--- src/rtl/ps2_pkg.sv ---
// Shared types and constants for the PS/2 host-to-device transmitter.
package ps2_pkg;

  typedef enum logic [2:0] {
    IDLE,
    INHIBIT,
    RTS,
    SHIFT,
    ACK,
    WAIT_IDLE
  } state_t;

  localparam logic [7:0] PS2_CMD_RESET    = 8'hFF;
  localparam logic [7:0] PS2_CMD_ENABLE   = 8'hF4;
  localparam logic [7:0] PS2_CMD_SET_RATE = 8'hF3;
  localparam logic [7:0] PS2_RESP_ACK     = 8'hFA;

  // PS/2 uses odd parity: the parity bit makes the total count of ones odd.
  function automatic logic odd_parity(input logic [7:0] d);
    return ~^d;
  endfunction

endpackage

--- src/rtl/ps2_line_sync.sv ---
// Two-flop synchronizer for one PS/2 pad, with a registered previous value for edge detection.
module ps2_line_sync (
  input  logic clk,
  input  logic rst,
  input  logic pad,
  output logic level,
  output logic fall
);

  logic sync_p0, sync_p1, prev_p2;

  // Reset to the idle-high bus level so leaving reset never looks like a falling edge.
  always_ff @(posedge clk) begin
    if (rst) begin
      sync_p0 <= 1'b1;
      sync_p1 <= 1'b1;
      prev_p2 <= 1'b1;
    end else begin
      sync_p0 <= pad;
      sync_p1 <= sync_p0;
      prev_p2 <= sync_p1;
    end
  end

  assign level = sync_p1;
  assign fall  = prev_p2 & ~sync_p1;

endmodule

--- src/rtl/ps2_host_tx.sv ---
// PS/2 host-to-device byte transmitter: inhibit, request-to-send, device-clocked shift, ACK check.
module ps2_host_tx
  import ps2_pkg::*;
#(
  parameter int INHIBIT_CYCLES = 9750,
  parameter int RTS_CYCLES     = 98,
  parameter int TIMEOUT_CYCLES = 1462500
) (
  input  logic       clk,
  input  logic       rst,
  input  logic       tx_start,
  input  logic [7:0] tx_data,
  input  logic       ps2_clk_in,
  input  logic       ps2_data_in,
  output logic       ps2_clk_oe,
  output logic       ps2_data_oe,
  output logic       busy,
  output logic       done,
  output logic       err
);

  localparam int PH_MAX = (INHIBIT_CYCLES > RTS_CYCLES) ? INHIBIT_CYCLES : RTS_CYCLES;
  localparam int PH_W   = (PH_MAX > 1) ? $clog2(PH_MAX) : 1;
  localparam int TO_W   = (TIMEOUT_CYCLES > 1) ? $clog2(TIMEOUT_CYCLES) : 1;
  localparam logic [PH_W-1:0] INH_LAST = PH_W'(INHIBIT_CYCLES - 1);
  localparam logic [PH_W-1:0] RTS_LAST = PH_W'(RTS_CYCLES - 1);
  localparam logic [TO_W-1:0] TO_LAST  = TO_W'(TIMEOUT_CYCLES - 1);

  state_t          state, state_n;
  logic [PH_W-1:0] phase_cnt, phase_cnt_n;
  logic [TO_W-1:0] to_cnt, to_cnt_n;
  logic [3:0]      bit_cnt, bit_cnt_n;
  logic [9:0]      frame, frame_n;
  logic            clk_oe_n, data_oe_n, busy_n, done_n, err_n;
  logic            clk_lvl, clk_fall, data_lvl, data_fall_unused;

  ps2_line_sync u_clk_sync (
    .clk   (clk),
    .rst   (rst),
    .pad   (ps2_clk_in),
    .level (clk_lvl),
    .fall  (clk_fall)
  );

  ps2_line_sync u_data_sync (
    .clk   (clk),
    .rst   (rst),
    .pad   (ps2_data_in),
    .level (data_lvl),
    .fall  (data_fall_unused)
  );

  always_comb begin
    state_n     = state;
    phase_cnt_n = phase_cnt;
    to_cnt_n    = to_cnt;
    bit_cnt_n   = bit_cnt;
    frame_n     = frame;
    clk_oe_n    = ps2_clk_oe;
    data_oe_n   = ps2_data_oe;
    done_n      = 1'b0;
    err_n       = 1'b0;

    unique case (state)
      IDLE: begin
        clk_oe_n  = 1'b0;
        data_oe_n = 1'b0;
        if (tx_start && !busy) begin
          frame_n     = {1'b1, odd_parity(tx_data), tx_data};
          phase_cnt_n = '0;
          to_cnt_n    = '0;
          bit_cnt_n   = '0;
          clk_oe_n    = 1'b1;
          state_n     = INHIBIT;
        end
      end
      INHIBIT: begin
        if (phase_cnt == INH_LAST) begin
          phase_cnt_n = '0;
          data_oe_n   = 1'b1;
          state_n     = RTS;
        end else begin
          phase_cnt_n = phase_cnt + 1'b1;
        end
      end
      RTS: begin
        if (phase_cnt == RTS_LAST) begin
          phase_cnt_n = '0;
          to_cnt_n    = '0;
          clk_oe_n    = 1'b0;
          state_n     = SHIFT;
        end else begin
          phase_cnt_n = phase_cnt + 1'b1;
        end
      end
      // bit_cnt stays at 9 once the stop bit is placed.
      SHIFT: begin
        if (clk_fall) begin
          data_oe_n = ~frame[bit_cnt];
          if (bit_cnt == 4'd9) state_n = ACK;
          else bit_cnt_n = bit_cnt + 4'd1;
        end
      end
      ACK: begin
        if (clk_fall) begin
          clk_oe_n  = 1'b0;
          data_oe_n = 1'b0;
          if (!data_lvl) begin
            state_n = WAIT_IDLE;
          end else begin
            err_n   = 1'b1;
            state_n = IDLE;
          end
        end
      end
      WAIT_IDLE: begin
        if (clk_lvl && data_lvl) begin
          done_n  = 1'b1;
          state_n = IDLE;
        end
      end
      default: state_n = IDLE;
    endcase

    // A falling edge always restarts the watchdog; completion takes priority over expiry.
    if (state == SHIFT || state == ACK || state == WAIT_IDLE) begin
      if (clk_fall) begin
        to_cnt_n = '0;
      end else if (to_cnt == TO_LAST) begin
        if (!done_n) begin
          err_n     = 1'b1;
          clk_oe_n  = 1'b0;
          data_oe_n = 1'b0;
          state_n   = IDLE;
        end
      end else begin
        to_cnt_n = to_cnt + 1'b1;
      end
    end

    busy_n = (state_n != IDLE) || done_n || err_n;
  end

  always_ff @(posedge clk) begin
    if (rst) begin
      state       <= IDLE;
      phase_cnt   <= '0;
      to_cnt      <= '0;
      bit_cnt     <= '0;
      frame       <= '0;
      ps2_clk_oe  <= 1'b0;
      ps2_data_oe <= 1'b0;
      busy        <= 1'b0;
      done        <= 1'b0;
      err         <= 1'b0;
    end else begin
      state       <= state_n;
      phase_cnt   <= phase_cnt_n;
      to_cnt      <= to_cnt_n;
      bit_cnt     <= bit_cnt_n;
      frame       <= frame_n;
      ps2_clk_oe  <= clk_oe_n;
      ps2_data_oe <= data_oe_n;
      busy        <= busy_n;
      done        <= done_n;
      err         <= err_n;
    end
  end

endmodule

--- config.mk ---
export PLATFORM = sky130hd
export DESIGN_NAME = ps2_host_tx
export DESIGN_NICKNAME = d
export VERILOG_FILES = /design/src/rtl/ps2_pkg.sv /design/src/rtl/ps2_line_sync.sv /design/src/rtl/ps2_host_tx.sv
export SDC_FILE = /design/constraint.sdc
export NUM_CORES = 1
export LEC_CHECK = 0
export BUFFER_PORTS_ARGS = -buffer_cell sky130_fd_sc_hd__clkbuf_2
export CAP_MARGIN = 10
export CORE_MARGIN = 2
export CORE_UTILIZATION = 42
export DETAILED_ROUTE_END_ITERATION = 7
export PLACE_DENSITY = 0.6
export SYNTH_ARGS = -nofsm -noshare
export SYNTH_HDL_FRONTEND = slang
export SYNTH_SLANG_ARGS = --single-unit
--- constraint.sdc ---
create_clock -name clk -period 1.8 [get_ports clk]
set_clock_uncertainty 0.15 [all_clocks]
set_input_delay 0.36 -clock clk [delete_from_list [all_inputs] [get_ports clk]]
set_output_delay 0.36 -clock clk [all_outputs]
set_load 0.01 [all_outputs]
* Word-level counts from Yosys, hierarchy flattened
Cells that the tools add are included.
** Cells by class
- Bitwise gates (word level) :: 3
- Mux-type cells :: 54
- Reduce and logical (&&, ||, !) cells :: 15
- $add $sub $neg :: 3
- Magnitude comparators :: 1
- Equality and inequality tests :: 12
** Operators with widths (count)
- 2-to-1 mux 21 bit :: 5
- 2-to-1 mux 14 bit :: 3
- case mux 14 bit (3 select lines) :: 1
- case mux 21 bit (2 select lines) :: 1
- 2-to-1 mux 3 bit :: 12
- 2-to-1 mux 1 bit :: 24
- adder 21 x 1 -> 21 bit, second input constant :: 1
- == test 21 bit, second input constant :: 1
- case mux 3 bit (6 select lines) :: 1
- adder 14 x 1 -> 14 bit, second input constant :: 1
- == test 14 bit, second input constant :: 1
- == test 14 x 7 -> 1 bit, second input constant :: 1
- 2-to-1 mux 4 bit :: 3
- case mux 4 bit (2 select lines) :: 1
- XNOR reduction 8 bit :: 1
- == test 3 x 2 -> 1 bit, second input constant :: 2
- == test 3 bit, second input constant :: 2
- != test 2 bit, second input constant :: 3
- nonzero test 3 bit :: 2
- less-than comparator 4 x 5 -> 1 bit, second input constant :: 1
- adder 4 x 1 -> 4 bit, second input constant :: 1
- binary-select mux 1 bit (select 4 bit) :: 1
- == test 4 bit, second input constant :: 1
- logical OR 1 bit :: 4
- 11 further kinds :: 14
** Storage, ports and cells
- Logic and storage cells :: 103
- Input bits :: 13
- Output and inout bits :: 5
- Register bits :: 62

* Depth between registers and ports, before layout
Gate-level depths: netlist (run 1).
- Depth after elaboration :: 11
- Mapped depth :: 8
- Gate-level depth less buffers :: 7

* Cells and area by module
A second synthesis (run 1) with hierarchy kept.
** Second synthesis, totals
- Cell total of the unflattened synthesis :: 405
- Area total of the unflattened synthesis :: 3344.5 um^2
** By module, submodules not included
- ps2_host_tx :: seq. area each 1141.1 um^2, area each 3174.3 um^2, cells an instance 391, times used 1
- ps2_line_sync :: seq. area each 60.1 um^2, area each 85.1 um^2, cells an instance 7, times used 2

* Worst setup path after synthesis (run 1)
No wires, ideal clock.
- Path type :: reg-to-reg
- Start point :: reg to_cnt[0]
- End point :: reg ps2_clk_oe
- Stages on the path, launching flop included :: 8
- Setup time :: 133 ps
- Data required time :: 1517 ps
- Arrival :: 1691 ps
- Clock period less this slack :: 1974 ps
- Path buffers :: 1
- Path slack :: -174 ps
- Path through :: dfxtp_1 ha_1 nand2b_1 nor4_1 and2_4 buf_6 a31o_2 a21oi_1
** Between the ends
- Word-level cells in the longest chain between the ends :: 4
** Ends and longest elaborated chain
- start: declaration :: line ps2_host_tx.sv:31 : logic [TO_W-1:0] to_cnt, to_cnt_n;
- start signal: assignment :: line ps2_host_tx.sv:159 : to_cnt <= to_cnt_n;
- == test 21 bit :: line ps2_host_tx.sv:129 : end else if (to_cnt == TO_LAST) begin
- 2-to-1 mux 1 bit :: line ps2_host_tx.sv:129
- 2-to-1 mux 1 bit :: line ps2_host_tx.sv:127 : if (clk_fall) begin
- 2-to-1 mux 1 bit :: line ps2_host_tx.sv:126 : if (state == SHIFT || state == ACK || state == WAIT_IDLE) begin
- end signal: assignment :: line ps2_host_tx.sv:162 : ps2_clk_oe <= clk_oe_n;
- end: declaration :: line ps2_host_tx.sv:15 : output logic ps2_clk_oe,
No other way between the ends.
A chain may end at the register's enable or synchronous reset.

* Worst setup path in the final report (run 1)
- Start point :: reg state[1]
- End point :: reg bit_cnt[0]
** Between the ends
- Word-level cells in the longest chain between the ends :: 3
- Elaborated cells between the ends (all ways) :: 8
- Those cells by class :: 4 x eq/ne; 1 x mux; 3 x reduce/logical
** Ends and longest elaborated chain
- start: declaration :: line ps2_host_tx.sv:29 : state_t state, state_n;
- start signal: assignment :: line ps2_host_tx.sv:157 : state <= state_n;
- == test 3 x 2 -> 1 bit / logical NOT 3 bit (equally long branches) :: line ps2_host_tx.sv:64 : unique case (state)
- != test 2 bit (no source line) / nonzero test 2 bit (equally long branches)
- AND reduction 4 bit (no source line)
- end signal: assignment :: line ps2_host_tx.sv:160 : bit_cnt <= bit_cnt_n;
- end: declaration :: line ps2_host_tx.sv:32 : logic [3:0] bit_cnt, bit_cnt_n;
Parallel ways exist; a longest one is shown, timed or not.

==> results by group, run 1 <==
Status
  • Status: complete, but fails checks
  • Failing checks: negative setup slack

Synth
  • Yosys reg bits: 62
  • Largest area contributor in the synthesized netlist: dfxtp_1
  • Area contributors post-synth: dfxtp_1 (36%), a21oi_1 (4.5%), nand2_1 (4.4%)
  • Syn Inst Count: 404
  • YS warnings: 0
  • Seq/Total Area, Yosys: 36.3%
  • Post-Syn Nets: 422
  • Synthesized area per cell: 8.47 µm²
  • EDFF count, synth: 0
  • Post-Syn Area: 3420 µm²
  • Main flop type after synthesis: dfxtp_1
  • Async SR Flop Fraction: 0%
  • Yosys top cell area share: 36.3%
  • Count of cell types in the netlist: 73

STA
  • Period minus WS final: 1.84 ns
  • Setup Viol. Count Final: 7
  • Max frequency: 0.544 GHz
  • Worst Max-Slew Pin Slew: 0.422 ns
  • RSZ-0062 raised after global routing: true
  • Final WS setup: -0.0366 ns
  • Rel. slew slack: 71.7%
  • Hold Vio Cnt, Final: 0
  • Fin. max-slew vios: 0
  • Tcrit/Tclk final: 102%

Global route
  • Grt total ovfl: 0
  • First-pass GRT wire length: 14,800 µm
  • Initial antenna violation count: 0
  • Vias in the first global route: 3,105
  • Largest net degree at the start of global routing: 26
  • Total track usage: 21.4%

Drt
  • Drc violations: 0
  • DR iter-0 viols: 161
  • DRT Pass-1 Iters: 4
  • Drt total wl: 9440 µm
  • Wire per inst: 15.6 µm
  • Vias per cell: 5.60
  • Vias: 3,401
  • DRT antenna net count: 0

Die
  • IO Count: 18
  • Die Area: 8890 µm²
  • Starting Density: 43.8%
  • Height of the die: 94.3 µm
  • Total core area: 7810 µm²
  • Row count: 32
  • Die width: 94.3 µm

Power and ir drop
  • Overall Power: 3.25 mW
  • Max IR drop VDD: 0.324 mV
  • PwrDens: 682 nW/µm²
  • Leak pwr: 1.79 nW

Cells and area
  • Layout Cells excl Fill: 607
  • Layout cells sized above 1: 41.6%
  • Seq. cell area: 1270 µm²
  • Multi-input gate area in the final layout: 2310 µm²
  • Layout filler cell count: 686
  • Ant. Diodes: 0
  • Final nets: 518
  • Area Overhead vs Synth: 39.3%

Place
  • HPWL after DPL: 6270 µm
  • Final Wtd Congestion: 0.872
  • Number of port buffers: 17
  • Dpl cells: 576

Clock network
  • TritonCTS Buffers: 9
  • Clock buffer depth: 2
  • Clk root buf: clkbuf_8
  • Reg clk slew, reported paths: 0.07 ns
  • # hold bufs at CTS: 0
  • H-tree Lvls: 3
  • CTS tree: done
  • Clk_lat worst skew: 0.35 ns
  • CTS sink cnt: 62

Worst setup path
  • Crit-path max cell delay: 0.53 ns
  • Critical path data arrival time: 1.97 ns
  • Crit path max-delay cell type: or4b_4
  • CP Capture Type: flop
  • CP Class: flop to flop
  • CP cell instances: or4b_4 > nand2b_4 > buf_6 > a211oi_2 > o21ai_1 > a21oi_1
  • CP max FO: 7
  • CP Launch Type: flop
  • WP data required: 1.93 ns

Hold path
  • Hold crit path type: input pin to flop

Flow run
  • MaxCap Viol Count: 0
## layout make-up
cell class,instances,share of cell area [%]
tap,102,2.68
clock inverter,6,1.78
clock buffer,10,2.89
sequential,62,26.7
timing repair buffer,105,16.8
multi-input combinational,314,48.5
inverter,8,0.630
## cell families after synthesis
group,after synthesis,synth area share [%]
and+or+nand+nor,184,30.1
AOI/OAI and AO/OA,98,19.1
muxes,4,1.90
DFF,62,36.3
adders and majority gates,5,1.83
buffers and inverters,29,5.16
xor gates and xnor gates,22,5.63
## power breakdown
group,total (mW),internal (mW),switching (mW)
logic,0.429,0.203,0.226
clock network,1.40,0.812,0.586
registers,1.42,1.40,0.0228
total,3.25,2.42,0.835
## path summary, 6_finish.rpt
check | end | startpoint | slack (ns) | cells after the start
min | u_clk_sync.sync_p0 | ps2_clk_in | 0.06 | 2
min reg2reg | u_data_sync.level | u_data_sync.sync_p0 | 0.27 | 1
max reg2reg | bit_cnt[0] | state[1] | -0.04 | 6
max | bit_cnt[0] | state[1] | -0.04 | 6
## timing repair
action,4_1_cts,5_1_grt
endpoints found under the setup margin,41,54
setup buffers,3,11
pin swaps,8,15
cloned,1,1
resized for setup,27,54
## placed cells by master, fill, tap and decap left out, types with 5 or more instances in the layout
cell type | synthesis | routed
nor3_2 | 3 | 8
nand3_1 | 22 | 21
xor2_1 | 6 | 6
clkbuf_8 | 2 | 10
xnor2_1 | 16 | 16
buf_6 | 4 | 7
nor3_1 | 11 | 6
nand2_2 | 1 | 7
or2_2 | 6 | 6
o21ai_0 | 12 | 9
clkbuf_2 | 0 | 17
nand4_1 | 6 | 6
nor2_1 | 40 | 38
dfxtp_1 | 62 | 47
buf_4 | 2 | 77
a31oi_1 | 11 | 11
dfxtp_2 | 0 | 10
a21oi_1 | 31 | 27
dfxtp_4 | 0 | 5
o21ai_1 | 4 | 6
inv_1 | 8 | 8
nand2b_1 | 8 | 7
nand2_1 | 40 | 33
## cells in the mapped netlist (all sizes together) (8+ instances only)
| cell type | n |
|---|---|
| a21oi | 32 |
| nor3 | 15 |
| o21ai | 17 |
| dfxtp | 62 |
| xnor2 | 16 |
| a31oi | 11 |
| nand2b | 9 |
| nand2 | 41 |
| nor2 | 41 |
| inv | 8 |
| buf | 11 |
| clkbuf | 10 |
| nand3 | 22 |
## metal layers
metal	share of wire [%]	vias to the layer above	track usage, %
met3	3.4	15	3.13
met4	1.8	0	9.18
met2	50	72	34.2
met5	0	-	0
li1	-	1668	-
met1	45	1646	28.7
## sequential cells by signal (all words and copies together), names as in the netlist, 3 cells and up
| signal | count |
|---|---|
| bit_cnt | 4 |
| frame | 10 |
| phase_cnt | 14 |
| state | 3 |
| to_cnt | 21 |
## stage by stage
stage / cell area [µm²] / setup TNS, ns / util [%] / setup slack [ns] / hold slack [ns]
2_1_floorplan: 3500 / -0.245 / - / -0.0398 / 0.239
3_3_place_gp: 4130 / -1.69 / 52.8 / -0.0981 / 0.242
3_5_place_dp: 4130 / -2.08 / 52.8 / -0.106 / 0.247
4_1_cts: 4460 / -0.200 / 57.1 / -0.0443 / 0.0475
5_1_grt: 4770 / -2.01 / 61.1 / -0.119 / 0.0614
6_report: 4770 / -0.137 / 61.1 / -0.0366 / 0.0563
## worst max-delay path: cells and delay by family (launching register included)
family | cells | cell delay [ns]
AND/OR/NAND/NOR | 2 | 0.75
AO/OA/AOI/OAI | 3 | 0.36
buffers and inverters | 1 | 0.15
flip-flops | 1 | 0.37
No activity file was read; power rests on OpenSTA's default activity.
==> inputs of run 2 (changes only) <==
--- a/config.mk
+++ b/config.mk
@@ -5,12 +5,13 @@
 export SDC_FILE = /design/constraint.sdc
 export NUM_CORES = 1
 export LEC_CHECK = 0
+export ABC_AREA = 1
 export BUFFER_PORTS_ARGS = -buffer_cell sky130_fd_sc_hd__clkbuf_2
 export CAP_MARGIN = 10
 export CORE_MARGIN = 2
 export CORE_UTILIZATION = 42
 export DETAILED_ROUTE_END_ITERATION = 7
-export PLACE_DENSITY = 0.6
+export PLACE_DENSITY = 0.59
 export SYNTH_ARGS = -nofsm -noshare
 export SYNTH_HDL_FRONTEND = slang
 export SYNTH_SLANG_ARGS = --single-unit
==> run 2 against run 1 <==
  * The run now ends clean
  * Cell area down 11%
  * Critical path type unchanged
  * Fmax grew 12%
  * Largest cell class unchanged
  * Non-clock buffer count fell by 68
  * Critical endpoint is now phase_cnt[0]
  * First-iteration DRC count increased by 5.0%
==> results by group, run 2 <==
STA
  • Worst Max-Slew Pin Slew: 0.567 ns (+0.144 ns)
  • Period minus WS final: 1.64 ns (-0.196 ns)
  • Min Hold Slack: 0.0542 ns (-0.00216 ns)
  • Tcrit/Tclk final: 91.2% (-11 points)
  • Hold Vio Cnt, Final: 0 (unchanged)
  • Max frequency: 0.609 GHz (+12%)
  • Setup Viol. Count Final: 0 (-7)
  • Fin. max-slew vios: 0 (unchanged)
  • Final WS setup: 0.159 ns (+0.196 ns)
  • Rel. slew slack: 62.2% (-9.6 points)

Drt
  • Vias per cell: 5.19 (-7.5%)
  • Drt total wl: 9120 µm (-3.4%)
  • DRT Pass-1 Iters: 5 (+1)
  • Vias: 3,780 (+11%)
  • Drc violations: 0 (unchanged)
  • DR iter-0 viols: 169 (+5.0%)
  • DRT antenna net count: 0 (unchanged)
  • Wire per inst: 12.5 µm (-20%)

Cells and area
  • Biggest regs: to_cnt: 21 flops, phase_cnt: 14 flops, frame: 10 flops
  • Final instance area: 4250 µm² (-11%)
  • Layout filler cell count: 911 (+33%)
  • Final nets: 635 (+23%)
  • Commonest non-fill, non-tap cells in the layout: nand2_1 (145), nor2_1 (79), inv_1 (69)
  • Layout cells sized above 1: 15.1% (-26 points)
  • Max reg flops: 21 (unchanged)
  • Commonest non-fill, non-tap cell in the layout: nand2_1
  • Area Overhead vs Synth: 13.8%
  • Reg with most FFs: to_cnt
  • Ant. Diodes: 0 (unchanged)
  • Layout Cells excl Fill: 729 (+20%)

Synth
  • Count leader, synth: nand2_1
  • Largest area contributor in the synthesized netlist: dfxtp_1
  • Synthesized area per cell: 6.36 µm² (-25%)
  • Largest family of logic cells by synthesized area: simple AND/OR/NAND/NOR gates
  • Adder-Cell Fraction of Synth Area: 1.68% (-0.15 points)
  • Post-synthesis simple-gate area fraction: 40.8% (+11 points)
  • Main flop type after synthesis: dfxtp_1
  • Yosys reg bits: 62 (unchanged)
  • Seq/Total Area, Yosys: 33.2% (-3.0 points)
  • Area contributors post-synth: dfxtp_1 (33%), nand2_1 (15%), nor2_1 (8.3%)
  • Async SR Flop Fraction: 0% (unchanged)
  • Yosys top cell area share: 33.2% (-3.0 points)
  • Post-synthesis mux area share: 0% (-1.9 points)
  • Post-Syn Area: 3730 µm² (+9.1%)
  • YS warnings: 0 (unchanged)
  • Compound-Gate Fraction of Synth Area: 11.0% (-8.1 points)
  • Commonest cells in the netlist: nand2_1 (145), nor2_1 (83), inv_1 (69), dfxtp_1 (62), nand3_1 (57)
  • Syn Inst Count: 587 (+45%)
  • Post-Syn Nets: 605 (+43%)
  • Count of cell types in the netlist: 37 (-49%)
  • EDFF count, synth: 0 (unchanged)
  • Synth Area in XOR/XNOR: 3.05% (-2.6 points)

Worst setup path
  • WP data required: 1.88 ns (-0.05 ns)
  • Crit path max-delay cell type: dfxtp_1
  • Crit-path max cell delay: 0.34 ns (-0.19 ns)
  • CP Launch Type: flop
  • FF-to-FF setup slack: 0.16 ns (+0.20 ns)
  • Reg-to-Reg End: phase_cnt[0]
  • Buffers & Inverters on Critical Path: 1 (unchanged)
  • RR Startpoint: phase_cnt[1]
  • CP Capture Type: flop
  • CP cell instances: inv_1 > ha_1 > nand3_1 > nor2_1 > nand2_1 > nand2_1 > nand2_2 > o21ai_4 > nor2_1
  • CP top delay family: simple AND/OR/NAND/NOR gates
  • Critical path data arrival time: 1.72 ns (-0.25 ns)
  • CP max FO: 7 (unchanged)
  • Worst Reg2Reg Path Length in Cells: 9 (+3)
  • CP Class: flop to flop

Status
  • Status: complete, no violations

Clock network
  • Setup Fix Bufs, Post-CTS: 0 (-3)
  • Clk root buf: clkbuf_8
  • Clk_lat worst skew: 0.34 ns (about the same)
  • Clock buffer depth: 2 (unchanged)
  • Reg clk slew, reported paths: 0.08 ns (about the same)
  • H-tree Lvls: 3 (unchanged)
  • # hold bufs at CTS: 0 (unchanged)
  • CTS tree: done
  • TritonCTS Buffers: 9 (unchanged)
  • CTS sink cnt: 62 (unchanged)

Power and ir drop
  • Leak pwr: 1.77 nW (-1.3%)
  • PwrDens: 665 nW/µm² (-2.5%)
  • Max IR drop VDD: 0.356 mV (+9.8%)
  • Overall Power: 2.83 mW (-13%)

Die
  • Height of the die: 98.3 µm (+4.3%)
  • Total core area: 8680 µm² (+11%)
  • Die Area: 9660 µm² (+8.7%)
  • Starting Density: 43.0% (-0.81 points)
  • Row count: 34 (+6.3%)
  • Die width: 98.3 µm (+4.3%)
  • IO Count: 18 (unchanged)

Global route
  • Vias in the first global route: 3,510 (+13%)
  • First-pass GRT wire length: 15,800 µm (+6.5%)
  • Total track usage: 19.8% (-1.6 points)
  • Largest net degree at the start of global routing: 23 (-12%)
  • Initial antenna violation count: 0 (unchanged)
  • Grt total ovfl: 0 (unchanged)

Hold path
  • Hold crit path type: input pin to flop
  • Hold wc startpoint: ps2_clk_in
  • Hold path depth: 2 (unchanged)
  • Hold EP: u_clk_sync.sync_p0

Place
  • HPWL after DPL: 6650 µm (+6.0%)
  • Final Wtd Congestion: 0.858 (-1.6%)
  • DP Worst Slack: 0.0712 ns (+0.177 ns)
  • Area post-placement: 4010 µm² (-2.8%)
  • Dpl cells: 714 (+24%)
  • Number of port buffers: 17 (unchanged)

Flow run
  • MaxCap Viol Count: 0 (unchanged)
-- run 2: changes by cell type in the layout (fill, tap and decap cells not counted), sizes merged, moves of 6 or more --
cell	previous run	this run
nand2	41	148
buf	88	20
inv	8	73
nor2	41	85
nand3	22	61
nand4	7	27
a21oi	32	43
a31oi	11	1
xnor2	16	6
nand2b	9	0
nor2b	7	0
o21ai	17	24
nor4	6	0
-- run 2: worst max path at each step --
stage	startpoint	slack (ns)	cells past startpoint	to
floorplan	to_cnt[0]	0.19	10	ps2_clk_oe
global placement	tx_start	0.12	9	to_cnt[0]
detailed placement	phase_cnt[0]	0.07	8	phase_cnt[0]
CTS	phase_cnt[0]	0.06	8	phase_cnt[0]
global route	to_cnt[0]	-0.003	10	ps2_data_oe
finish	phase_cnt[1]	0.16	9	phase_cnt[0]
-- run 2: cell families (layout without fill, tap and decap cells) --
| logic type | after synthesis | in the layout |
|---|---|---|
| adders and majority gates | 5 | 5 |
| AOI/OAI and AO/OA | 76 | 76 |
| buffers and inverters | 91 | 125 |
| xor gates and xnor gates | 13 | 13 |
| DFF | 62 | 62 |
| and+or+nand+nor | 340 | 340 |
-- run 2: stage by stage --
| stage | util (%) | setup TNS, ns |
|---|---|---|
| after CTS | 48.2 | 0 |
| after global routing | 49.0 | -0.00265 |
| after global placement | 46.2 | 0 |
| after floorplan | - | 0 |
| after detailed placement | 46.2 | 0 |
| final | 49.0 | 0 |
-- run 2: layout make-up --
cell class,instances,area [µm²],area share [%]
tap,108,135,3.18
timing repair buffer,37,248,5.83
clock inverter,4,22.5,0.530
sequential,62,1250,29.3
inverter,73,279,6.56
multi-input combinational,434,2170,51.0
clock buffer,11,151,3.56
-- run 2: layer usage --
layer	part of all wire (%)	vias up	global-route usage [%]
met5	0	-	0
met4	2.4	0	9.91
met3	4.1	20	3.22
met2	46	84	31.0
met1	48	1720	26.5
li1	-	1956	-
-- run 2: what timing repair did --
action | in CTS | in global routing
setup endpoints to repair | 0 | 33
endpoints found under the hold margin | 0 | 0
gates resized for setup | 0 | 19
-- run 2: power breakdown --
part	switching, mW	internal, mW
clock	0.536	0.560
sequential	0.0213	1.41
combinational	0.192	0.103
